`src/rtl/i2c_reg_slave.sv`:
```
// ============================================================================
// i2c_reg_slave
// ----------------------------------------------------------------------------
// I2C target with a 2**REG_AW x 8 register file. An I2C master accesses it
// through the split-pin open-drain interface. The local side has a direct
// read/write port. The target supports a pointer write, pointer
// auto-increment, repeated START and glitch filtering on both bus lines.
// SCL is never stretched.
//
// Parameters
//   DEV_ADDR    7-bit target address
//   REG_AW      register pointer width (1..8), depth = 2**REG_AW
//   FILTER_LEN  consecutive equal raw samples (>=2) needed to move a filter
//
// Ports
//   clk, rst             system clock, synchronous active-high reset
//   enable               bus participation, sampled when a START is seen
//   scl_i/scl_o/scl_t    SCL pin (output tied 0, tristate tied 1)
//   sda_i/sda_o/sda_t    SDA pin (sda_o tied 0, sda_t=0 pulls the line low)
//   loc_we/loc_addr/loc_wdata/loc_rdata
//                        local register port (combinational read)
//   wr_valid/wr_addr/wr_data
//                        one-cycle report of each register written over I2C
//   busy                 address-matched transfer in progress
// ============================================================================
module i2c_reg_slave #(
    parameter logic [6:0] DEV_ADDR   = 7'h5a,
    parameter int         REG_AW     = 4,
    parameter int         FILTER_LEN = 4
) (
    input  logic              clk,
    input  logic              rst,
    input  logic              enable,
    input  logic              scl_i,
    output logic              scl_o,
    output logic              scl_t,
    input  logic              sda_i,
    output logic              sda_o,
    output logic              sda_t,
    input  logic              loc_we,
    input  logic [REG_AW-1:0] loc_addr,
    input  logic [7:0]        loc_wdata,
    output logic [7:0]        loc_rdata,
    output logic              wr_valid,
    output logic [REG_AW-1:0] wr_addr,
    output logic [7:0]        wr_data,
    output logic              busy
);

    localparam int                DEPTH   = 2 ** REG_AW;
    localparam logic [REG_AW-1:0] PTR_ONE = REG_AW'(1);

    typedef enum logic [3:0] {
        S_IDLE, S_ADDR, S_ADDR_ACK, S_PTR, S_PTR_ACK,
        S_WR, S_WR_ACK, S_RD, S_RD_ACK
    } state_t;

    // ------------------------------------------------------------------------
    // Input filters and edge detection
    // ------------------------------------------------------------------------
    logic [FILTER_LEN-1:0] scl_hist_q, sda_hist_q;
    logic                  scl_f_q, sda_f_q;
    logic                  scl_prev_q, sda_prev_q;

    // A filtered line follows the raw pin only after the sample history
    // is uniformly at the new level.
    always_ff @(posedge clk) begin
        if (rst) begin
            scl_hist_q <= '1;
            sda_hist_q <= '1;
            scl_f_q    <= 1'b1;
            sda_f_q    <= 1'b1;
            scl_prev_q <= 1'b1;
            sda_prev_q <= 1'b1;
        end else begin
            scl_hist_q <= {scl_hist_q[FILTER_LEN-2:0], scl_i};
            sda_hist_q <= {sda_hist_q[FILTER_LEN-2:0], sda_i};
            if (&scl_hist_q)       scl_f_q <= 1'b1;
            else if (~|scl_hist_q) scl_f_q <= 1'b0;
            if (&sda_hist_q)       sda_f_q <= 1'b1;
            else if (~|sda_hist_q) sda_f_q <= 1'b0;
            scl_prev_q <= scl_f_q;
            sda_prev_q <= sda_f_q;
        end
    end

    logic scl_rise, scl_fall, start_cond, stop_cond;

    always_comb begin
        scl_rise   = scl_f_q & ~scl_prev_q;
        scl_fall   = ~scl_f_q & scl_prev_q;
        // SCL must be high both before and after the SDA transition.
        start_cond = ~sda_f_q & sda_prev_q & scl_f_q & scl_prev_q;
        stop_cond  = sda_f_q & ~sda_prev_q & scl_f_q & scl_prev_q;
    end

    // ------------------------------------------------------------------------
    // Register file
    // ------------------------------------------------------------------------
    logic [7:0]        regs_q [DEPTH];
    logic              i2c_we;
    logic [REG_AW-1:0] i2c_waddr;
    logic [7:0]        i2c_wdata;

    // The local write comes last, so it wins when both target one address.
    always_ff @(posedge clk) begin
        if (rst) begin
            for (int i = 0; i < DEPTH; i++) regs_q[i] <= 8'h00;
        end else begin
            if (i2c_we) regs_q[i2c_waddr] <= i2c_wdata;
            if (loc_we) regs_q[loc_addr]  <= loc_wdata;
        end
    end

    // ------------------------------------------------------------------------
    // Protocol FSM: state register
    // ------------------------------------------------------------------------
    state_t            state_q, state_d;
    logic [2:0]        bitcnt_q, bitcnt_d;
    logic [7:0]        shift_q, shift_d;
    logic [REG_AW-1:0] ptr_q, ptr_d;
    logic              sda_oe_q, sda_oe_d;
    logic              rw_q, rw_d;
    logic              got_ack_q, got_ack_d;
    logic              busy_q, busy_d;
    logic              wr_valid_q, wr_valid_d;
    logic [REG_AW-1:0] wr_addr_q, wr_addr_d;
    logic [7:0]        wr_data_q, wr_data_d;

    always_ff @(posedge clk) begin
        if (rst) begin
            state_q    <= S_IDLE;
            bitcnt_q   <= 3'd0;
            shift_q    <= 8'h00;
            ptr_q      <= '0;
            sda_oe_q   <= 1'b0;
            rw_q       <= 1'b0;
            got_ack_q  <= 1'b0;
            busy_q     <= 1'b0;
            wr_valid_q <= 1'b0;
            wr_addr_q  <= '0;
            wr_data_q  <= 8'h00;
        end else begin
            state_q    <= state_d;
            bitcnt_q   <= bitcnt_d;
            shift_q    <= shift_d;
            ptr_q      <= ptr_d;
            sda_oe_q   <= sda_oe_d;
            rw_q       <= rw_d;
            got_ack_q  <= got_ack_d;
            busy_q     <= busy_d;
            wr_valid_q <= wr_valid_d;
            wr_addr_q  <= wr_addr_d;
            wr_data_q  <= wr_data_d;
        end
    end

    // ------------------------------------------------------------------------
    // Protocol FSM: next state
    // ------------------------------------------------------------------------
    logic [7:0] rx_byte;

    always_comb begin
        rx_byte    = {shift_q[6:0], sda_f_q};
        state_d    = state_q;
        bitcnt_d   = bitcnt_q;
        shift_d    = shift_q;
        ptr_d      = ptr_q;
        sda_oe_d   = sda_oe_q;
        rw_d       = rw_q;
        got_ack_d  = got_ack_q;
        busy_d     = busy_q;
        wr_valid_d = 1'b0;
        wr_addr_d  = wr_addr_q;
        wr_data_d  = wr_data_q;
        i2c_we     = 1'b0;
        i2c_waddr  = ptr_q;
        i2c_wdata  = rx_byte;

        if (stop_cond) begin
            state_d  = S_IDLE;
            sda_oe_d = 1'b0;
            busy_d   = 1'b0;
            bitcnt_d = 3'd0;
        end else if (start_cond) begin
            // A repeated START keeps busy and the pointer.
            // enable is only consulted here.
            state_d   = enable ? S_ADDR : S_IDLE;
            busy_d    = enable ? busy_q : 1'b0;
            sda_oe_d  = 1'b0;
            bitcnt_d  = 3'd0;
            got_ack_d = 1'b0;
        end else begin
            unique case (state_q)
                S_IDLE: ;

                S_ADDR: begin
                    if (scl_rise) begin
                        shift_d  = rx_byte;
                        bitcnt_d = bitcnt_q + 3'd1;
                        if (bitcnt_q == 3'd7) begin
                            if (rx_byte[7:1] == DEV_ADDR) begin
                                rw_d    = rx_byte[0];
                                busy_d  = 1'b1;
                                state_d = S_ADDR_ACK;
                            end else begin
                                busy_d  = 1'b0;
                                state_d = S_IDLE;
                            end
                        end
                    end
                end

                // The first SCL fall after the 8th bit starts the ACK pull.
                // The second fall (end of the 9th clock) releases the line.
                S_ADDR_ACK, S_PTR_ACK, S_WR_ACK: begin
                    if (scl_fall) begin
                        if (!sda_oe_q) begin
                            sda_oe_d = 1'b1;
                        end else begin
                            sda_oe_d = 1'b0;
                            bitcnt_d = 3'd0;
                            if (state_q == S_ADDR_ACK && rw_q) begin
                                // This fall is also the first fall of
                                // the read byte, so latch and drive the MSB.
                                shift_d  = regs_q[ptr_q];
                                sda_oe_d = ~regs_q[ptr_q][7];
                                state_d  = S_RD;
                            end else if (state_q == S_ADDR_ACK) begin
                                state_d = S_PTR;
                            end else begin
                                state_d = S_WR;
                            end
                        end
                    end
                end

                S_PTR: begin
                    if (scl_rise) begin
                        shift_d  = rx_byte;
                        bitcnt_d = bitcnt_q + 3'd1;
                        if (bitcnt_q == 3'd7) begin
                            ptr_d   = rx_byte[REG_AW-1:0];
                            state_d = S_PTR_ACK;
                        end
                    end
                end

                S_WR: begin
                    if (scl_rise) begin
                        shift_d  = rx_byte;
                        bitcnt_d = bitcnt_q + 3'd1;
                        if (bitcnt_q == 3'd7) begin
                            i2c_we     = 1'b1;
                            wr_valid_d = 1'b1;
                            wr_addr_d  = ptr_q;
                            wr_data_d  = rx_byte;
                            ptr_d      = ptr_q + PTR_ONE;
                            state_d    = S_WR_ACK;
                        end
                    end
                end

                // The MSB went out on entry. Each later fall advances one bit.
                // The fall after bit 0 hands SDA to the master.
                S_RD: begin
                    if (scl_fall) begin
                        if (bitcnt_q == 3'd7) begin
                            sda_oe_d  = 1'b0;
                            bitcnt_d  = 3'd0;
                            got_ack_d = 1'b0;
                            state_d   = S_RD_ACK;
                        end else begin
                            bitcnt_d = bitcnt_q + 3'd1;
                            shift_d  = {shift_q[6:0], 1'b0};
                            sda_oe_d = ~shift_q[6];
                        end
                    end
                end

                S_RD_ACK: begin
                    if (scl_rise && !got_ack_q) begin
                        ptr_d = ptr_q + PTR_ONE;
                        if (sda_f_q) begin
                            busy_d  = 1'b0;
                            state_d = S_IDLE;
                        end else begin
                            got_ack_d = 1'b1;
                        end
                    end else if (scl_fall && got_ack_q) begin
                        shift_d   = regs_q[ptr_q];
                        sda_oe_d  = ~regs_q[ptr_q][7];
                        bitcnt_d  = 3'd0;
                        got_ack_d = 1'b0;
                        state_d   = S_RD;
                    end
                end

                default: state_d = S_IDLE;
            endcase
        end
    end

    // ------------------------------------------------------------------------
    // Protocol FSM: outputs
    // ------------------------------------------------------------------------
    always_comb begin
        scl_o     = 1'b0;
        scl_t     = 1'b1;
        sda_o     = 1'b0;
        sda_t     = ~sda_oe_q;
        busy      = busy_q;
        wr_valid  = wr_valid_q;
        wr_addr   = wr_addr_q;
        wr_data   = wr_data_q;
        loc_rdata = regs_q[loc_addr];
    end

endmodule
```
`config.mk`:
```
export PLATFORM = sky130hd
export DESIGN_NAME = i2c_reg_slave
export DESIGN_NICKNAME = d
export VERILOG_FILES = /design/src/rtl/i2c_reg_slave.sv
export SDC_FILE = /design/constraint.sdc
export NUM_CORES = 1
export LEC_CHECK = 0
export ABC_AREA = 1
export CAP_MARGIN = 20
export CORE_MARGIN = 3
export CORE_UTILIZATION = 30
export CTS_CLUSTER_DIAMETER = 30
export DETAILED_ROUTE_END_ITERATION = 12
export GPL_TIMING_DRIVEN = 0
export SYNTH_ARGS = -nofsm -noshare
export SYNTH_HDL_FRONTEND = slang
export SYNTH_SLANG_ARGS = --single-unit
```
`constraint.sdc`:
```
create_clock -name clk -period 4.3 [get_ports clk]
set_input_delay 0.43 -clock clk [delete_from_list [all_inputs] [get_ports clk]]
set_output_delay 0.43 -clock clk [all_outputs]
set_load 0.02 [all_outputs]
```
==> run summary <==
Crit Path Max Fanout: 10
Max Freq: 264 MHz
Largest area contributor in the netlist: edfxtp_1
CP Capture Type: primary output
Final-report hold violation count: 0
Pwr Density: 449 nW/um2
Clock Tree Root: clkbuf_16
Nature of the critical path startpoint: input pin
Die Span Y: 193 um
Hold Path Origin: busy
DP Area: 11400 um2
Dpl hpwl: 31.5 mm
Wirelength per Cell: 22.7 um
CP top delay family: buffers and inverters
Mapped Cells: 1340
DR DRC count: 0
HP Class: register to register
GRT Total Usage: 22.5%
Mapped Avg Cell Area: 7.82 um2
Part of the cycle the worst path needs: 88.2%
Status: completed
Total CTS buffers: 17
CP arrival: 3.36 ns
Max transition margin: 38.2%
NumNets Final: 1423
Top cells by area, synth: edfxtp_1, dfxtp_1, nand2_1
Detail Route Antenna Nets: 0
Max Slew Vio Count: 0
Router iterations before antenna repair: 7
Crit path kind: input pin to primary output
Area of the multi-input gates: 4770 um2
FF-to-FF setup slack: 1.35 ns
Reg2reg path depth: 10
Most common cell in the netlist: nand2_1
# IOs: 44
Fin worst setup slack: 0.509 ns
Antenna violations before repair: 0
Htree depth: 4
Post-CTS Hold Fix Bufs: 0
MaxCap Viol Count: 0
Area grow syn2layout: 14.9%
First-pass GRT wire length: 61.3 mm
Clock sink count: 179
Layout fillers: 3599
CP required: 3.87 ns
Max incr delay on CP: 0.62 ns
Die span in x: 193 um
R2r endpoint: regs_q[12][4]
Clock Skew: 0.0121 ns
Max VDD drop: 0.000298 V
Synth Register Bits: 179
Hold Path Stages: 2
Grt ovf: 0
Final setup vio count: 0
Via count: 10500
Fin Setup TNS: 0 ns
Hold slack: 0.475 ns
CTS tree: built
Die area: 37200 um2
Layout cell share with drive strength beyond 1: 6.23%
Worst slew pin tran: 0.923 ns
Hold path endpoint: busy
Worst path cell trace: clkdlybuf4s50_1 -> inv_1 -> clkbuf_1 -> clkbuf_1 -> nand3_1 -> o211ai_1 -> nand2_1 -> nand4_1 -> clkdlybuf4s50_1
Top-area cell type share of the netlist area: 36.7%
Synth top cells by count: nand2_1, nand3_1, nor2_1
1st-iter DRT viols: 1436
Total core area: 34000 um2
WP buf/inv: 5
Vias per Instance: 5.65
Reg-to-Reg Start: bitcnt_q[0]
Post-Synthesis Cell Area: 10500 um2
Cts repair resizes: 0
Fin area: 12100 um2
Clock latency on the worst-skew pair: 0.44 ns
Post-route minimum period: 3.79 ns
Maximum clock insertion buffer count: 2
N_diodes: 0
Clk slew on worst S/H paths: 0.07 ns
Leak: 4.30 nW
GP Congestion: 0.994
Yosys cell types: 41
Pre-CTS WS: 0.592 ns
Ys async rst share: 0%
Register area share after synthesis: 46.4%
Largest net degree at the start of global routing: 17
Post-synth EDFFs: 128
Input/output buffers: 39
Unrepaired setup endpoints after global routing: no
FP Rows: 67
Critical path's slowest cell: clkdlybuf4s50_1
Register Area: 4860 um2
WL final: 42.2 mm
Dominant synthesized flop cell: edfxtp_1
Yosys warning count: 0
Starting density of the core: 30.9%
Vias in the first global route: 9465
Final core occ: 35.5%
# Post-CTS Setup Buffers: 0
metrics by stage:
step	total power [W]	cells
3_5_place_dp	0.00376	1828
6_report	0.00541	1860
4_1_cts	0.00538	1860
5_1_grt	0.00568	1860
2_1_floorplan	0.00323	1341
3_3_place_gp	0.00374	1828
worst register-to-register path: stages (launching register included):
cell,delay (ns)
dfxtp_1,0.36
ha_1,0.16
ha_1,0.19
inv_1,0.12
nor2_1,0.28
nand2_2,0.11
clkinv_2,0.11
nand2_4,0.09
nor2_1,0.48
nand2_2,0.29
nand3_1,0.41
cell families after synthesis:
family,after synthesis,synth area share [%]
buf+inv,220,8.17
simple gates,601,25.2
other cells,2,0.0716
flops,179,46.4
xor+xnor,2,0.167
fa+ha+maj,6,0.716
compound gates,330,19.3
layout by cell type (no fill, tap or decap), types with 13 or more instances in the layout:
cell and instances:
o21ai_0 100, nor2_1 133, clkbuf_1 73, nand2_1 267, inv_1 107, dfxtp_1 51
o211ai_1 59, nand4_1 13, a21oi_1 28, clkbuf_16 17, nand3_1 150, a22oi_1 32
clkdlybuf4s50_1 39, edfxtp_1 128, o22ai_1 91
how the worst max path moves through the flow:
| stage | startpoint | depth (start not counted) | endpoint |
|---|---|---|---|
| floorplan | bitcnt_q[0] | 11 | regs_q[11][0] |
| global placement | loc_addr[0] | 9 | loc_rdata[5] |
| detailed placement | loc_addr[0] | 9 | loc_rdata[5] |
| CTS | loc_addr[0] | 9 | loc_rdata[5] |
| global route | loc_addr[0] | 9 | loc_rdata[5] |
| finish | loc_addr[0] | 9 | loc_rdata[0] |
registers in the layout, summed over array words and instances, names as in the netlist, 3 cells and up, named ones only:
name	cells
regs_q	128
wr_data	8
shift_q	7
i2c_waddr	4
scl_hist_q	4
sda_hist_q	4
state_q	4
wr_addr	4
bitcnt_q	3
report_power, final:
| part | switching [W] | internal (W) | total, W |
|---|---|---|---|
| Clock | 0.000694 | 0.000950 | 0.00164 |
| Sequential | 0.000111 | 0.00198 | 0.00209 |
| Combinational | 0.00116 | 0.000510 | 0.00167 |
| Total | 0.00197 | 0.00344 | 0.00541 |
layout make-up:
type | instances | area share [%]
Buffer | 94 | 3.17
Clock buffer | 21 | 3.82
Clock inverter | 11 | 1.26
Inverter | 126 | 3.95
Multi-Input combinational cell | 942 | 39.6
Sequential cell | 179 | 40.4
Tap cell | 448 | 4.65
Timing Repair Buffer | 39 | 3.24
per-layer routing:
| metal | part of all wire (%) | wire, um | track usage [%] | up-vias |
|---|---|---|---|---|
| li1 | - | - | - | 4806 |
| met1 | 41 | 17400 | 31.5 | 4911 |
| met2 | 42 | 17700 | 32.8 | 690 |
| met3 | 13 | 5370 | 6.09 | 94 |
| met4 | 3.9 | 1660 | 9.04 | 2 |
| met5 | 0.24 | 100 | 1.99 | - |
Power figures use the tool's default switching activity.
